--- src/rtl/sht40_convert.sv ---
`default_nettype none
// ============================================================================
//  Module   : sht40_convert
//  Purpose  : Converts raw 16-bit SHT40 temperature / humidity ticks into
//             signed centi-degrees Celsius and clamped unsigned centi-%RH,
//             using one shared 16-iteration shift-add multiplier.
//  Ports    : clk, rst_n (sync, active-low)
//             Temperature_Output / Humidity_Output : raw ticks in
//             Temp_Ready_Out / RH_Ready_Out        : level flags, rising edge = new word
//             Temp_Centi / RH_Centi                : converted results (held)
//             Temp_Valid / RH_Valid                : one-cycle update pulses
//             Busy                                 : conversion in progress
//             Overrun                              : pending raw word overwritten
//  Revision : 1.0  initial release
// ============================================================================
module sht40_convert #(
  parameter int T_SCALE   = 17500,
  parameter int T_OFFSET  = 4500,
  parameter int RH_SCALE  = 12500,
  parameter int RH_OFFSET = 600,
  parameter int RH_MAX    = 10000
) (
  input  logic        clk,
  input  logic        rst_n,
  input  logic [15:0] Temperature_Output,
  input  logic [15:0] Humidity_Output,
  input  logic        Temp_Ready_Out,
  input  logic        RH_Ready_Out,
  output logic [15:0] Temp_Centi,
  output logic [15:0] RH_Centi,
  output logic        Temp_Valid,
  output logic        RH_Valid,
  output logic        Busy,
  output logic        Overrun
);

  localparam logic [15:0] C_T_SCALE   = 16'(T_SCALE);
  localparam logic [15:0] C_T_OFFSET  = 16'(T_OFFSET);
  localparam logic [15:0] C_RH_SCALE  = 16'(RH_SCALE);
  localparam logic [15:0] C_RH_OFFSET = 16'(RH_OFFSET);
  localparam logic [15:0] C_RH_MAX    = 16'(RH_MAX);

  typedef enum logic [1:0] {
    S_IDLE = 2'd0,
    S_MULT = 2'd1,
    S_ADJ  = 2'd2
  } state_t;

  state_t      r_state;
  state_t      w_state_nxt;

  logic        r_t_rdy_q;
  logic        r_rh_rdy_q;
  logic        r_t_pend;
  logic        r_rh_pend;
  logic [15:0] r_t_raw;
  logic [15:0] r_rh_raw;

  logic        r_chan_rh;
  logic [15:0] r_mplier;
  logic [15:0] r_mcand;
  logic [31:0] r_acc;
  logic [3:0]  r_cnt;

  logic [15:0] r_temp;
  logic [15:0] r_rh;
  logic        r_t_valid;
  logic        r_rh_valid;
  logic        r_overrun;

  logic        w_t_rise;
  logic        w_rh_rise;
  logic        w_take_t;
  logic        w_take_rh;
  logic [31:0] w_addend;
  logic [15:0] w_hi;
  logic [15:0] w_t_res;
  logic [15:0] w_rh_diff;
  logic [15:0] w_rh_res;

  // Edge registers reset to 0, so a ready held high through reset release
  // is seen as a rising edge on the first active cycle.
  assign w_t_rise  = Temp_Ready_Out & ~r_t_rdy_q;
  assign w_rh_rise = RH_Ready_Out   & ~r_rh_rdy_q;

  // Temperature wins when both channels are pending.
  assign w_take_t  = (r_state == S_IDLE) & r_t_pend;
  assign w_take_rh = (r_state == S_IDLE) & ~r_t_pend & r_rh_pend;

  assign w_addend  = {16'd0, r_mcand} << r_cnt;
  assign w_hi      = r_acc[31:16];

  // Temperature result always fits in 16-bit two's complement, so modular
  // subtraction yields the correct signed value.
  assign w_t_res   = w_hi - C_T_OFFSET;
  assign w_rh_diff = w_hi - C_RH_OFFSET;

  always_comb begin
    w_rh_res = w_rh_diff;
    if (w_hi < C_RH_OFFSET) begin
      w_rh_res = 16'd0;
    end else if (w_rh_diff > C_RH_MAX) begin
      w_rh_res = C_RH_MAX;
    end
  end

  // -------------------------------------------------------------- FSM
  always_ff @(posedge clk) begin
    if (!rst_n) begin
      r_state <= S_IDLE;
    end else begin
      r_state <= w_state_nxt;
    end
  end

  always_comb begin
    w_state_nxt = r_state;
    case (r_state)
      S_IDLE:  if (r_t_pend | r_rh_pend) w_state_nxt = S_MULT;
      S_MULT:  if (r_cnt == 4'd15)       w_state_nxt = S_ADJ;
      S_ADJ:                             w_state_nxt = S_IDLE;
      default:                           w_state_nxt = S_IDLE;
    endcase
  end

  // ------------------------------------------------ capture / pending
  // A new edge arriving on the same cycle its channel is consumed keeps the
  // flag set: the old word is already being loaded, so nothing is lost.
  always_ff @(posedge clk) begin
    if (!rst_n) begin
      r_t_rdy_q  <= 1'b0;
      r_rh_rdy_q <= 1'b0;
      r_t_pend   <= 1'b0;
      r_rh_pend  <= 1'b0;
      r_t_raw    <= 16'd0;
      r_rh_raw   <= 16'd0;
      r_overrun  <= 1'b0;
    end else begin
      r_t_rdy_q  <= Temp_Ready_Out;
      r_rh_rdy_q <= RH_Ready_Out;
      if (w_t_rise) begin
        r_t_pend <= 1'b1;
        r_t_raw  <= Temperature_Output;
      end else if (w_take_t) begin
        r_t_pend <= 1'b0;
      end
      if (w_rh_rise) begin
        r_rh_pend <= 1'b1;
        r_rh_raw  <= Humidity_Output;
      end else if (w_take_rh) begin
        r_rh_pend <= 1'b0;
      end
      r_overrun <= (w_t_rise  & r_t_pend  & ~w_take_t) |
                   (w_rh_rise & r_rh_pend & ~w_take_rh);
    end
  end

  // ---------------------------------------------- multiply / adjust
  always_ff @(posedge clk) begin
    if (!rst_n) begin
      r_chan_rh  <= 1'b0;
      r_mplier   <= 16'd0;
      r_mcand    <= 16'd0;
      r_acc      <= 32'd0;
      r_cnt      <= 4'd0;
      r_temp     <= 16'd0;
      r_rh       <= 16'd0;
      r_t_valid  <= 1'b0;
      r_rh_valid <= 1'b0;
    end else begin
      r_t_valid  <= 1'b0;
      r_rh_valid <= 1'b0;
      case (r_state)
        S_IDLE: begin
          if (w_take_t | w_take_rh) begin
            r_chan_rh <= w_take_rh;
            r_mplier  <= w_take_t ? r_t_raw   : r_rh_raw;
            r_mcand   <= w_take_t ? C_T_SCALE : C_RH_SCALE;
            r_acc     <= 32'd0;
            r_cnt     <= 4'd0;
          end
        end
        S_MULT: begin
          if (r_mplier[r_cnt]) begin
            r_acc <= r_acc + w_addend;
          end
          r_cnt <= r_cnt + 4'd1;
        end
        S_ADJ: begin
          if (r_chan_rh) begin
            r_rh       <= w_rh_res;
            r_rh_valid <= 1'b1;
          end else begin
            r_temp    <= w_t_res;
            r_t_valid <= 1'b1;
          end
        end
        default: ;
      endcase
    end
  end

  assign Temp_Centi = r_temp;
  assign RH_Centi   = r_rh;
  assign Temp_Valid = r_t_valid;
  assign RH_Valid   = r_rh_valid;
  assign Overrun    = r_overrun;
  // Busy stays high through the result-publishing cycle so that
  // back-to-back conversions present one continuous busy window.
  assign Busy       = (r_state != S_IDLE) | r_t_valid | r_rh_valid;

endmodule
`default_nettype wire

--- config.mk ---
export PLATFORM = sky130hd
export DESIGN_NAME = sht40_convert
export DESIGN_NICKNAME = d
export VERILOG_FILES = /design/src/rtl/sht40_convert.sv
export SDC_FILE = /design/constraint.sdc
export NUM_CORES = 1
export LEC_CHECK = 0
export CAP_MARGIN = 40
export CORE_UTILIZATION = 45
export DETAILED_ROUTE_END_ITERATION = 10
export GPL_TIMING_DRIVEN = 0
export PLACE_DENSITY = 0.65
export RECOVER_POWER = 50
export SETUP_SLACK_MARGIN = 0.15
export SLEW_MARGIN = 20
export SYNTH_ARGS = -nofsm -noshare
export SYNTH_HDL_FRONTEND = slang
export SYNTH_SLANG_ARGS = --single-unit
--- constraint.sdc ---
create_clock -name clk -period 4.67 [get_ports clk]
set_input_delay 0.934 -clock clk [delete_from_list [all_inputs] [get_ports clk]]
set_output_delay 0.934 -clock clk [all_outputs]
set_load 0.05 [all_outputs]
After elaboration in Yosys (flattened, before gate mapping)
Cells that the tools add are included.
- register bits: 142
- output and inout port bits: 36
- $add $sub $neg: 4
- order comparisons: 3
- equality and inequality tests: 7
- shift-type cells: 1
- mux-type cells: 20
- bitwise gates (word level): 20
- reductions and logical operators: 12
- operators by type and width (kind ; number):
    32-bit two-way mux ; 2
    32-bit case mux with 2 select lines ; 1
    16-bit two-way mux ; 3
    32-bit adder ; 1
    16-bit by 4-bit << shifter with 32-bit output ; 1
    16-bit by 14-bit greater-than comparator with 1-bit output, second input constant ; 1
    16-bit by 10-bit less-than comparator with 1-bit output, second input constant ; 1
    16-bit by 10-bit subtractor with 16-bit output, second input constant ; 1
    16-bit by 13-bit subtractor with 16-bit output, second input constant ; 1
    15-bit two-way mux ; 1
    2-bit AND reduction ; 6
    1-bit AND ; 9
    4-bit case mux with 2 select lines ; 1
    2-bit nonzero test ; 4
    1-bit two-way mux ; 7
    1-bit inverter ; 6
    4-bit by 5-bit less-than comparator with 1-bit output, second input constant ; 1
    1-bit OR ; 5
    4-bit by 1-bit adder with 4-bit output, second input constant ; 1
    1-bit binary-select mux with 4-bit select ; 1
    4-bit equality test, second input constant ; 1
    2-bit two-way mux ; 2
    4-bit two-way mux ; 1
    2-bit by 1-bit != test with 1-bit output, second input constant ; 2
    6 further kinds ; 7

Longest topological paths before layout
Gate-level depths: netlist of the first run.
- depth after elaboration: 6
- mapped depth: 17

Least setup slack after synthesis of the first run
Ideal clock, no wire load.
- kind: register to register
- start point: register r_cnt[1]
- end point: register r_acc[30]
- setup time: 0.072 ns
- arrival: 3.241 ns
- data required time: 4.598 ns
- setup slack: 1.357 ns
- cell stages (with the launch flop): 15
- clock period less this slack: 3.313 ns
- cell sequence: dfxtp_1 -> buf_2 -> clkbuf_1 -> clkbuf_1 -> nor4b_1 -> ha_1 -> inv_1 -> fa_1 -> nand2b_1 -> a21oi_1 -> o41ai_2 -> o21ai_1 -> a41oi_1 -> a211oi_1 -> mux2i_1
- longest elaborated chain between the ends: 4
- elaborated cells on any way between the ends: 8
- those cells by class: add/sub: 1; eq/ne: 1; shift: 1; mux: 4; reduce/logical: 1
- RTL lines (what ; RTL line ; RTL):
    from (decl) ; 63 ; logic [3:0] r_cnt;
    from (signal assigned) ; 187 ; r_cnt <= r_cnt + 4'd1;
    16-bit by 4-bit << shifter with 32-bit output / 1-bit binary-select mux with 4-bit select (equally long branches) ; 90, 184 ;
    32-bit adder / 1-bit two-way mux (equally long branches) ; 185, 184 ;
    32-bit two-way mux / 2-bit != test (equally long branches) ; - ;
    32-bit case mux with 2 select lines / 3-bit AND reduction (equally long branches) ; - ;
    to (signal assigned) ; 185 ; r_acc <= r_acc + w_addend;
    to (decl) ; 62 ; logic [31:0] r_acc;
Several ways; a longest one is shown, not always the timed one. The select of a mux whose other input is x is not followed.
A chain may end at the register's enable or synchronous reset.

Final worst setup path of the first run
- start point: register r_cnt[2]
- end point: register r_acc[30]
The elaborated chain is that of the path after synthesis.

==> flow_metrics.py, run 1 <==
metrics = {
    "logic_synthesis": {
        "syn_inst": 958,
        "synth_top_area_cell": "dfxtp_1",
        "synthArstFlopShare_pct": 0,
        "synth_area_leaders": "dfxtp_1, nand2_1, a21oi_1, ha_1, o21ai_0",
        "synth_most_common_cell": "nand2_1",
        "syn_area_um2": 7470,
        "ys.flop_type": "dfxtp_1",
        "synth_commonest_cells": "nand2_1, dfxtp_1, a21oi_1",
        "ys_ff_latch": 127,
        "yosysSeqAreaShare_pct": 34.0,
        "synth_warnings": 0,
        "yosysTopAreaCellShare_pct": 34.0,
        "syn_nets": 1029,
        "synth_edf_count": 0,
        "avgSynthCellArea_um2": 7.79,
        "synthDistinctLibCells": 61,
    },
    "critical_path": {
        "cp_cell_sequence": "clkbuf_1 -> clkbuf_1 -> clkbuf_1 -> nor4b_1 -> ha_1 -> inv_1 -> fa_1 -> nand2b_1 -> a21oi_1 -> o41ai_2 -> o21ai_1 -> a41oi_1 -> a211oi_1 -> mux2i_1",
        "r2r_cells": 14,
        "cp_slowest_cell": "a211oi_1",
        "cp-start-kind": "register",
        "crit_top_cell": "clkbuf_1",
        "cp_max_fo": 10,
        "crit_path_end_kind": "register",
        "required_ns": 5.03,
        "cp_slowest_stage_delay_ns": 0.41,
        "cp.arrival_ns": 4.68,
        "worstSetupPathType": "reg -> reg",
    },
    "finish": {
        "fillers": 1545,
        "layout-drive-gt1-share_pct": 5.17,
        "fin_nets": 1122,
        "antenna_cells": 0,
        "syn_to_final_growth_pct": 21.2,
        "layout.cells.non_filler": 1280,
    },
    "floorplan": {
        "initial_core_util_pct": 46.5,
        "dieArea_um2": 17100,
        "io_pins": 72,
        "die_h_um": 131,
        "fp-row-count": 46,
        "dieWidth_um": 131,
        "core_area_um2": 16100,
    },
    "cts": {
        "cts_htree_levels": 4,
        "cts_hold_buf": 0,
        "post_cts.repair.setup_buffers": 0,
        "root_buffer": "clkbuf_16",
        "cts_sinks": 127,
        "cts_made_buffers": 17,
        "clk_latency_ns": 0.43,
        "clk_pin_slew_worst_paths_ns": 0.06,
        "cts_buffer_depth": 2,
        "cts_resized": 0,
        "cts_tree": "yes",
    },
    "timing": {
        "fmax_mhz": 231,
        "hold_violations": 0,
        "slew_headroom_pct": 55.0,
        "tightest_slew_ns": 0.658,
        "timing.final.crit_share_pct": 92.6,
        "tns_ns": 0,
        "drv_slew": 0,
        "setup_viol": 0,
        "finalCriticalPeriod_ns": 4.32,
        "hold_slack_ns": 0.448,
        "skew_ns": 0.0102,
        "rsz0062_at_grt": "false",
    },
    "power": {
        "vdd_ir_drop_max_v": 0.000263,
        "p_leak_nw": 3.39,
        "p_per_area_nw_per_um2": 307,
    },
    "global_route": {
        "grt_start_max_net_pins": 17,
        "grt_pass1_vias": 6907,
        "antenna_found_initial": 0,
        "grt_usage_pct": 26.4,
        "grt_pass1_wl_um": 35000,
        "grt_overflow": 0,
    },
    "place": {
        "port_buffers": 70,
        "place_hpwl_um": 15600,
        "dp.cells": 1245,
        "gp_congestion": 0.906,
    },
    "route": {
        "drt_iter0_markers": 569,
        "drt_pass1_iterations": 5,
        "vias": 7188,
        "ant_nets": 0,
        "viasPerCell": 5.62,
        "drc_errors": 0,
        "wl_per_cell_um": 16.6,
        "wirelength_um": 21200,
    },
    "flow_run": {
        "drv_cap": 0,
    },
    "outcome": {
        "status": "complete, no violations",
    },
    "hold_path": {
        "holdPathStages": 2,
        "min_path_type": "reg -> reg",
    },
}
==> area by class of cell <==
| cell class | count | area (um^2) | area share, % |
|---|---|---|---|
| sequential | 127 | 2540 | 28.1 |
| buffer | 64 | 253 | 2.79 |
| clock inverter | 13 | 143 | 1.58 |
| tap | 216 | 270 | 2.99 |
| timing repair buffer | 74 | 727 | 8.03 |
| inverter | 16 | 60.1 | 0.664 |
| clock buffer | 19 | 443 | 4.89 |
| multi-input combinational | 751 | 4610 | 51.0 |
==> worst max-delay path, delay by kind of cell (launching register included) <==
kind	cells	cell delay, ns
AO/OA/AOI/OAI	5	1.53
buffers and inverters	4	0.98
adder cells (fa/ha/maj)	2	0.66
AND/OR/NAND/NOR	2	0.56
flip-flops	1	0.29
multiplexers	1	0.21
==> metal layers <==
| metal | up-vias | global-route usage (%) | part of all wire (%) |
|---|---|---|---|
| met5 | - | 0 | 0 |
| met2 | 202 | 44.9 | 47 |
| met3 | 46 | 4.80 | 4.4 |
| li1 | 3619 | - | - |
| met1 | 3321 | 33.4 | 46 |
| met4 | 0 | 9.60 | 2.6 |
==> cells by family after synthesis <==
group | Yosys count | synth area share, %
buffers and inverters | 80 | 4.21
xor gates and xnor gates | 37 | 4.34
DFF | 127 | 34.0
adders and majority gates | 35 | 5.97
muxes | 15 | 2.70
AOI/OAI and AO/OA | 316 | 27.0
and+or+nand+nor | 348 | 21.8
==> flip-flops by register name, indices dropped and copies added, names as in the netlist <==
name,cells
Temp_Centi,16
r_chan_rh,1
r_rh_raw,16
r_mplier,16
Overrun,1
RH_Valid,1
r_cnt,4
Temp_Valid,1
r_mcand,3
r_t_raw,16
r_state,2
r_t_rdy_q,1
RH_Centi,16
r_acc,30
r_rh_rdy_q,1
r_t_pend,1
r_rh_pend,1
==> stage by stage <==
step	total power, mW	instance area [um^2]	setup slack, ns	utilization [%]
after global routing	2.88	9050	0.132	56.4
after global placement	1.47	8440	0.518	52.5
after floorplan	1.36	7470	1.36	-
final	2.78	9050	0.345	56.4
after CTS	2.79	9030	0.461	56.2
after detailed placement	1.47	8440	0.494	52.6
==> power by group <==
group | internal (mW) | switching, mW
Sequential | 1.12 | 0.0233
Combinational | 0.116 | 0.187
Clock | 0.768 | 0.562
Total | 2.01 | 0.772
==> placed cells by master, fill, tap and decap left out, drive strengths merged, types with 14 or more instances in the layout <==
cell type      netlist  routed
o22ai               19      19
a21oi              100     100
inv                 13      21
nand2              141     141
and2                23      23
nor2b               25      25
nand3               18      18
clkdlybuf4s50        0      68
nor3                28      28
xor2                20      20
dfxtp              127     127
a22o                15      15
nand2b              14      14
nor2                66      66
clkbuf              54      74
ha                  34      34
o21ai               67      67
a21boi              39      39
xnor2               17      17
==> final timing paths <==
kind | end | from | slack [ns]
hold / removal | Temp_Centi[9] | Temp_Centi[9] | 0.45
setup / recovery | r_acc[30] | r_cnt[2] | 0.35
setup reg to reg | r_acc[30] | r_cnt[2] | 0.35
hold reg to reg | Temp_Centi[9] | Temp_Centi[9] | 0.45
Note: power is estimated with default switching activity, not from simulation.
==> run 2, diff against run 1 <==
PLACE_DENSITY = 0.68   (was 0.65)
clock period = 3.7 ns   (was 4.67 ns; I/O delays follow)
==> flow_metrics.py, run 2 (synthesis gave the netlist of run 1 again) <==
metrics = {
    "outcome": {
        "status": "complete, no violations",
    },
    "critical_path": {
        "crit_path_end_kind": "register",
        "cp.arrival_ns": 3.74,
        "cp_top_family": "compound AO/OA/AOI/OAI gates",
        "cp_slowest_cell": "fa_1",
        "cp_slowest_stage_delay_ns": 0.40,
        "crit_top_cell": "buf_6",
        "worst-r2r-setup-slack_ns": 0.31,
        "worst-path-stages": 14,
        "worstSetupPathType": "reg -> reg",
        "cp_cell_sequence": "buf_6 -> clkbuf_4 -> buf_6 -> nor4b_4 -> ha_2 -> inv_1 -> fa_1 -> nand2b_4 -> a21oi_4 -> o41ai_2 -> o21ai_2 -> a41oi_2 -> a211oi_2 -> mux2i_1",
        "required_ns": 4.05,
        "path_buf_inv": 4,
        "r2r_cells": 14,
        "cp-start-kind": "register",
        "cp_max_fo": 10,
        "endpoint": "r_acc[30]",
        "rr_startpoint": "r_cnt[1]",
        "r2r_end": "r_acc[30]",
        "crit_start": "r_cnt[1]",
    },
    "route": {
        "drc_errors": 0,
        "viasPerCell": 5.67,
        "vias": 7274,
        "wl_per_cell_um": 16.5,
        "drt_iter0_markers": 628,
        "wirelength_um": 21100,
        "drt_pass1_iterations": 5,
        "ant_nets": 0,
    },
    "cts": {
        "root_buffer": "clkbuf_16",
        "cts_sinks": 127,
        "cts_tree": "yes",
        "cts_made_buffers": 17,
        "clk_latency_ns": 0.43,
        "cts_htree_levels": 4,
        "cts_buffer_depth": 2,
        "cts_hold_buf": 0,
        "clk_pin_slew_worst_paths_ns": 0.06,
    },
    "power": {
        "seqPwrFrac_pct": 41.9,
        "p_total_mw": 3.46,
        "p_leak_nw": 3.47,
        "switching_power_uw": 951,
        "p_per_area_nw_per_um2": 375,
        "combPwrFrac_pct": 11.4,
        "internal_power_mw": 2.51,
        "p_clk_share_pct": 46.7,
        "p_sw_share_pct": 27.5,
        "vdd_ir_drop_max_v": 0.000348,
    },
    "timing": {
        "tightest_slew_ns": 0.663,
        "drv_slew": 0,
        "rsz0062_at_grt": "false",
        "tns_ns": 0,
        "setup_viol": 0,
        "slew_headroom_pct": 55.8,
        "fmax_mhz": 295,
        "hold_slack_ns": 0.449,
        "hold_violations": 0,
        "skew_ns": 0.00861,
        "timing.final.crit_share_pct": 91.6,
        "finalCriticalPeriod_ns": 3.39,
    },
    "global_route": {
        "grt_start_max_net_pins": 17,
        "globalRouteMet3Util_pct": 4.85,
        "grt_overflow": 0,
        "grt_pass1_wl_um": 35100,
        "top_usage_layer": "met2",
        "grt_pass1_vias": 6909,
        "grt.met2_usage_pct": 43.8,
        "met1_usage_pct": 34.0,
        "antenna_found_initial": 0,
        "grt_usage_pct": 26.6,
    },
    "floorplan": {
        "die_h_um": 131,
        "dieArea_um2": 17100,
        "dieWidth_um": 131,
        "io_pins": 72,
        "core_area_um2": 16100,
        "initial_core_util_pct": 46.5,
        "fp-row-count": 46,
    },
    "finish": {
        "largest_register_ffs": 30,
        "syn_to_final_growth_pct": 23.6,
        "final_common_cell": "nand2_1",
        "final_cell_mix": "nand2_1, dfxtp_1, a21oi_1",
        "regMostFlops": "r_acc",
        "fin_nets": 1124,
        "finalInstanceArea_um2": 9230,
        "antenna_cells": 0,
        "layout.cells.non_filler": 1282,
        "layout-drive-gt1-share_pct": 9.47,
    },
    "place": {
        "port_buffers": 70,
        "gp_congestion": 0.942,
        "place_area_um2": 8440,
        "dp.cells": 1245,
        "place_hpwl_um": 15500,
    },
    "hold_path": {
        "min_path_type": "reg -> reg",
        "holdPathStages": 2,
    },
    "flow_run": {
        "drv_cap": 0,
    },
}
run 2: final cells by class:
type                       count  area, um^2
multi-input combinational    751        4750
tap                          216         270
inverter                      16        60.1
fill                        1510        6830
clock inverter                14         133
buffer                        64         299
clock buffer                  18         429
timing repair buffer          76         742
sequential                   127        2540
run 2: timing repair:
item | 4_1_cts | 5_1_grt
setup buffers | 3 | 2
setup endpoints to repair | 18 | 15
resized for setup | 22 | 50
pin swaps | 5 | 10
run 2: power groups by stage:
stage               Sequential [mW]  Clock [mW]  Combinational (mW)
floorplan                      1.47           0               0.251
global placement               1.48           0               0.374
detailed placement             1.48           0               0.376
CTS                            1.45        1.63               0.382
global route                   1.45        1.69               0.440
finish                         1.45        1.61               0.394
run 2: metrics by stage:
step,util [%],setup slack (ns)
after global placement,52.5,-0.457
after floorplan,-,0.387
after detailed placement,52.6,-0.464
final,57.5,0.310
after global routing,57.5,0.152
after CTS,56.6,0.157
run 2: worst min-delay path by stage:
| stage | from | end | slack [ns] |
|---|---|---|---|
| final | Temp_Centi[7] | Temp_Centi[7] | 0.45 |
| after global routing | Temp_Centi[0] | Temp_Centi[0] | 0.48 |
| after CTS | Temp_Centi[7] | Temp_Centi[7] | 0.45 |
| after detailed placement | Temp_Centi[7] | Temp_Centi[7] | 0.45 |
| after global placement | Temp_Centi[7] | Temp_Centi[7] | 0.44 |
| after floorplan | r_rh_raw[15] | r_rh_raw[15] | 0.44 |
run 2: tightest hold or removal path: cells and delay by family, from the launching register on:
| kind | cells | cell delay [ns] |
|---|---|---|
| flip-flops | 1 | 0.31 |
| AND/OR/NAND/NOR | 1 | 0.05 |
| AO/OA/AOI/OAI | 1 | 0.05 |
run 2: metal layers:
metal,wire length (um),up-vias
li1,-,3615
met1,9690,3390
met2,9840,223
met3,990,46
met4,625,0
met5,0,-
==> run 3, diff against run 2 <==
--- a/config.mk
+++ b/config.mk
@@ -8,6 +8,8 @@
 export CAP_MARGIN = 40
-export CORE_UTILIZATION = 45
+export CELL_PAD_IN_SITES_DETAIL_PLACEMENT = 2
+export CELL_PAD_IN_SITES_GLOBAL_PLACEMENT = 2
+export CORE_UTILIZATION = 31
 export DETAILED_ROUTE_END_ITERATION = 10
-export GPL_TIMING_DRIVEN = 0
-export PLACE_DENSITY = 0.68
+export GPL_TIMING_DRIVEN = 1
+export PLACE_DENSITY_LB_ADDON = 0.1
 export RECOVER_POWER = 50
--- a/constraint.sdc
+++ b/constraint.sdc
@@ -3,2 +3,2 @@
 set_output_delay 0.74 -clock clk [all_outputs]
-set_load 0.05 [all_outputs]
+set_load 0.005 [all_outputs]
==> flow_metrics.py, run 3 (synthesis gave the netlist of run 1 again) <==
metrics = {
    "timing": {
        "setup_viol": 0,
        "tns_ns": 0,
        "timing.final.crit_share_pct": 92.0,
        "hold_slack_ns": 0.457,
        "fmax_mhz": 294,
        "tightest_slew_ns": 1.42,
        "drv_slew": 0,
        "slew_headroom_pct": 5.24,
        "hold_violations": 0,
        "finalCriticalPeriod_ns": 3.41,
        "skew_ns": 0.0170,
        "rsz0062_at_grt": "true",
    },
    "route": {
        "drc_errors": 0,
        "wirelength_um": 26200,
        "vias": 7264,
        "ant_nets": 0,
        "drt_pass1_iterations": 4,
        "drt_iter0_markers": 251,
        "wl_per_cell_um": 19.2,
        "viasPerCell": 5.33,
    },
    "outcome": {
        "status": "complete, no violations",
    },
    "place": {
        "port_buffers": 71,
        "gp_congestion": 0.820,
        "place_hpwl_um": 18900,
    },
    "cts": {
        "clk_pin_slew_worst_paths_ns": 0.06,
        "cts_sinks": 127,
        "cts_tree": "yes",
        "cts_buffer_depth": 2,
        "root_buffer": "clkbuf_16",
        "clk_latency_ns": 0.44,
        "cts_htree_levels": 4,
        "cts_made_buffers": 17,
    },
    "finish": {
        "largest_register_ffs": 30,
        "fin_nets": 1102,
        "fillers": 2732,
        "final_common_cell": "nand2_1",
        "syn_to_final_growth_pct": 25.6,
        "final_cell_mix": "nand2_1, dfxtp_1, a21oi_1",
        "layout-drive-gt1-share_pct": 10.2,
        "multiInputGateArea_um2": 4700,
        "regMostFlops": "r_acc",
        "antenna_cells": 0,
        "seq_area_um2": 2540,
    },
    "critical_path": {
        "cp-start-kind": "register",
        "worstSetupPathType": "reg -> reg",
        "worst-r2r-setup-slack_ns": 0.29,
        "cp_max_fo": 15,
        "crit_path_end_kind": "register",
        "cp.arrival_ns": 3.73,
        "r2r_end": "r_acc[27]",
        "r2r_cells": 17,
        "required_ns": 4.02,
        "rr_startpoint": "r_cnt[2]",
    },
    "global_route": {
        "grt_start_max_net_pins": 79,
        "grt_pass1_vias": 7674,
        "grt_overflow": 0,
        "grt_pass1_wl_um": 42200,
        "antenna_found_initial": 0,
        "grt_usage_pct": 22.0,
    },
    "floorplan": {
        "dieWidth_um": 157,
        "die_h_um": 157,
        "io_pins": 72,
        "fp-row-count": 56,
        "core_area_um2": 23500,
        "dieArea_um2": 24700,
        "initial_core_util_pct": 31.7,
    },
    "hold_path": {
        "min_path_type": "reg -> reg",
        "min_to": "Temp_Centi[7]",
        "holdPathStages": 2,
        "min_from": "Temp_Centi[7]",
    },
    "power": {
        "p_sw_share_pct": 29.5,
        "p_per_area_nw_per_um2": 386,
        "vdd_ir_drop_max_v": 0.000218,
        "combPwrFrac_pct": 10.8,
        "switching_power_mw": 1.07,
        "p_clk_share_pct": 49.0,
        "internal_power_mw": 2.55,
        "p_leak_nw": 3.61,
        "seqPwrFrac_pct": 40.2,
    },
    "flow_run": {
        "drv_cap": 0,
    },
}
run 3: cell types whose count changed in the layout (fill, tap and decap cells not counted), sizes merged:
cell / change
buf: +24
dlygate4sd3: +18
clkdlybuf4s50: -18
clkinv: -3
inv: +5
clkinvlp: -1
clkbuf: -47
run 3: through the flow:
step | utilization, % | std cells | area, um^2 | power (mW) | setup slack (ns)
final | 39.8 | 1363 | 9380 | 3.62 | 0.294
after global routing | 39.8 | 1363 | 9380 | 3.77 | 0.0860
after CTS | 39.4 | 1359 | 9280 | 3.67 | 0.158
after detailed placement | 36.8 | 1327 | 8660 | 1.87 | 0.0824
after global placement | 36.8 | 1327 | 8660 | 1.86 | 0.292
after floorplan | - | 958 | 7470 | 1.71 | 0.387
run 3: power by group through the flow:
stage                     Combinational, mW  Sequential (mW)  Clock, mW
final                                 0.390             1.45       1.78
after detailed placement              0.388             1.48          0
after CTS                             0.394             1.45       1.82
after floorplan                       0.247             1.47          0
after global placement                0.381             1.48          0
after global routing                  0.437             1.46       1.88
run 3: layout make-up:
cell class | count | share of cell area (%)
sequential | 127 | 27.1
inverter | 16 | 0.640
clock buffer | 17 | 4.53
tap | 319 | 4.25
clock inverter | 15 | 2.01
timing repair buffer | 118 | 11.3
multi-input combinational | 751 | 50.1
run 3: how the worst max path moves through the flow:
stage | from | depth (start not counted) | slack, ns | end
4_1_cts | r_cnt[2] | 12 | 0.16 | r_acc[31]
2_1_floorplan | r_cnt[1] | 14 | 0.39 | r_acc[30]
6_report | r_cnt[2] | 17 | 0.29 | r_acc[27]
3_3_place_gp | r_cnt[0] | 13 | 0.29 | r_acc[24]
3_5_place_dp | r_cnt[0] | 12 | 0.08 | r_acc[30]
5_1_grt | r_cnt[2] | 17 | 0.09 | r_acc[27]
run 3: timing repair:
action                     in CTS  in global routing
gates resized for setup         1                 22
hold buffers                    0                  0
pin swaps                       0                  3
buffers inserted                0                  4
setup endpoints to repair       2                  8
run 3: critical path, cell delays in order (launching register included):
cell and delay, ns:
dfxtp_1 0.43, buf_6 0.20, nand2_1 0.08, nor2_1 0.22, a21oi_1 0.07, nor2_1 0.09
a31oi_1 0.06, mux2i_1 0.17, ha_1 0.27, buf_4 0.16, a21oi_1 0.25, o211ai_1 0.14
nand3_1 0.11, o211ai_1 0.23, buf_4 0.23, a221oi_2 0.29, xnor2_1 0.09, a22o_1 0.19
run 3: metal layers:
layer | routed length (um) | track usage, % | up-vias | part of all wire [%]
li1 | - | - | 3558 | -
met1 | 12600 | 29.1 | 3578 | 48
met2 | 12600 | 37.1 | 105 | 48
met3 | 653 | 3.17 | 23 | 2.5
met4 | 323 | 6.43 | 0 | 1.2
met5 | 0 | 0 | - | 0
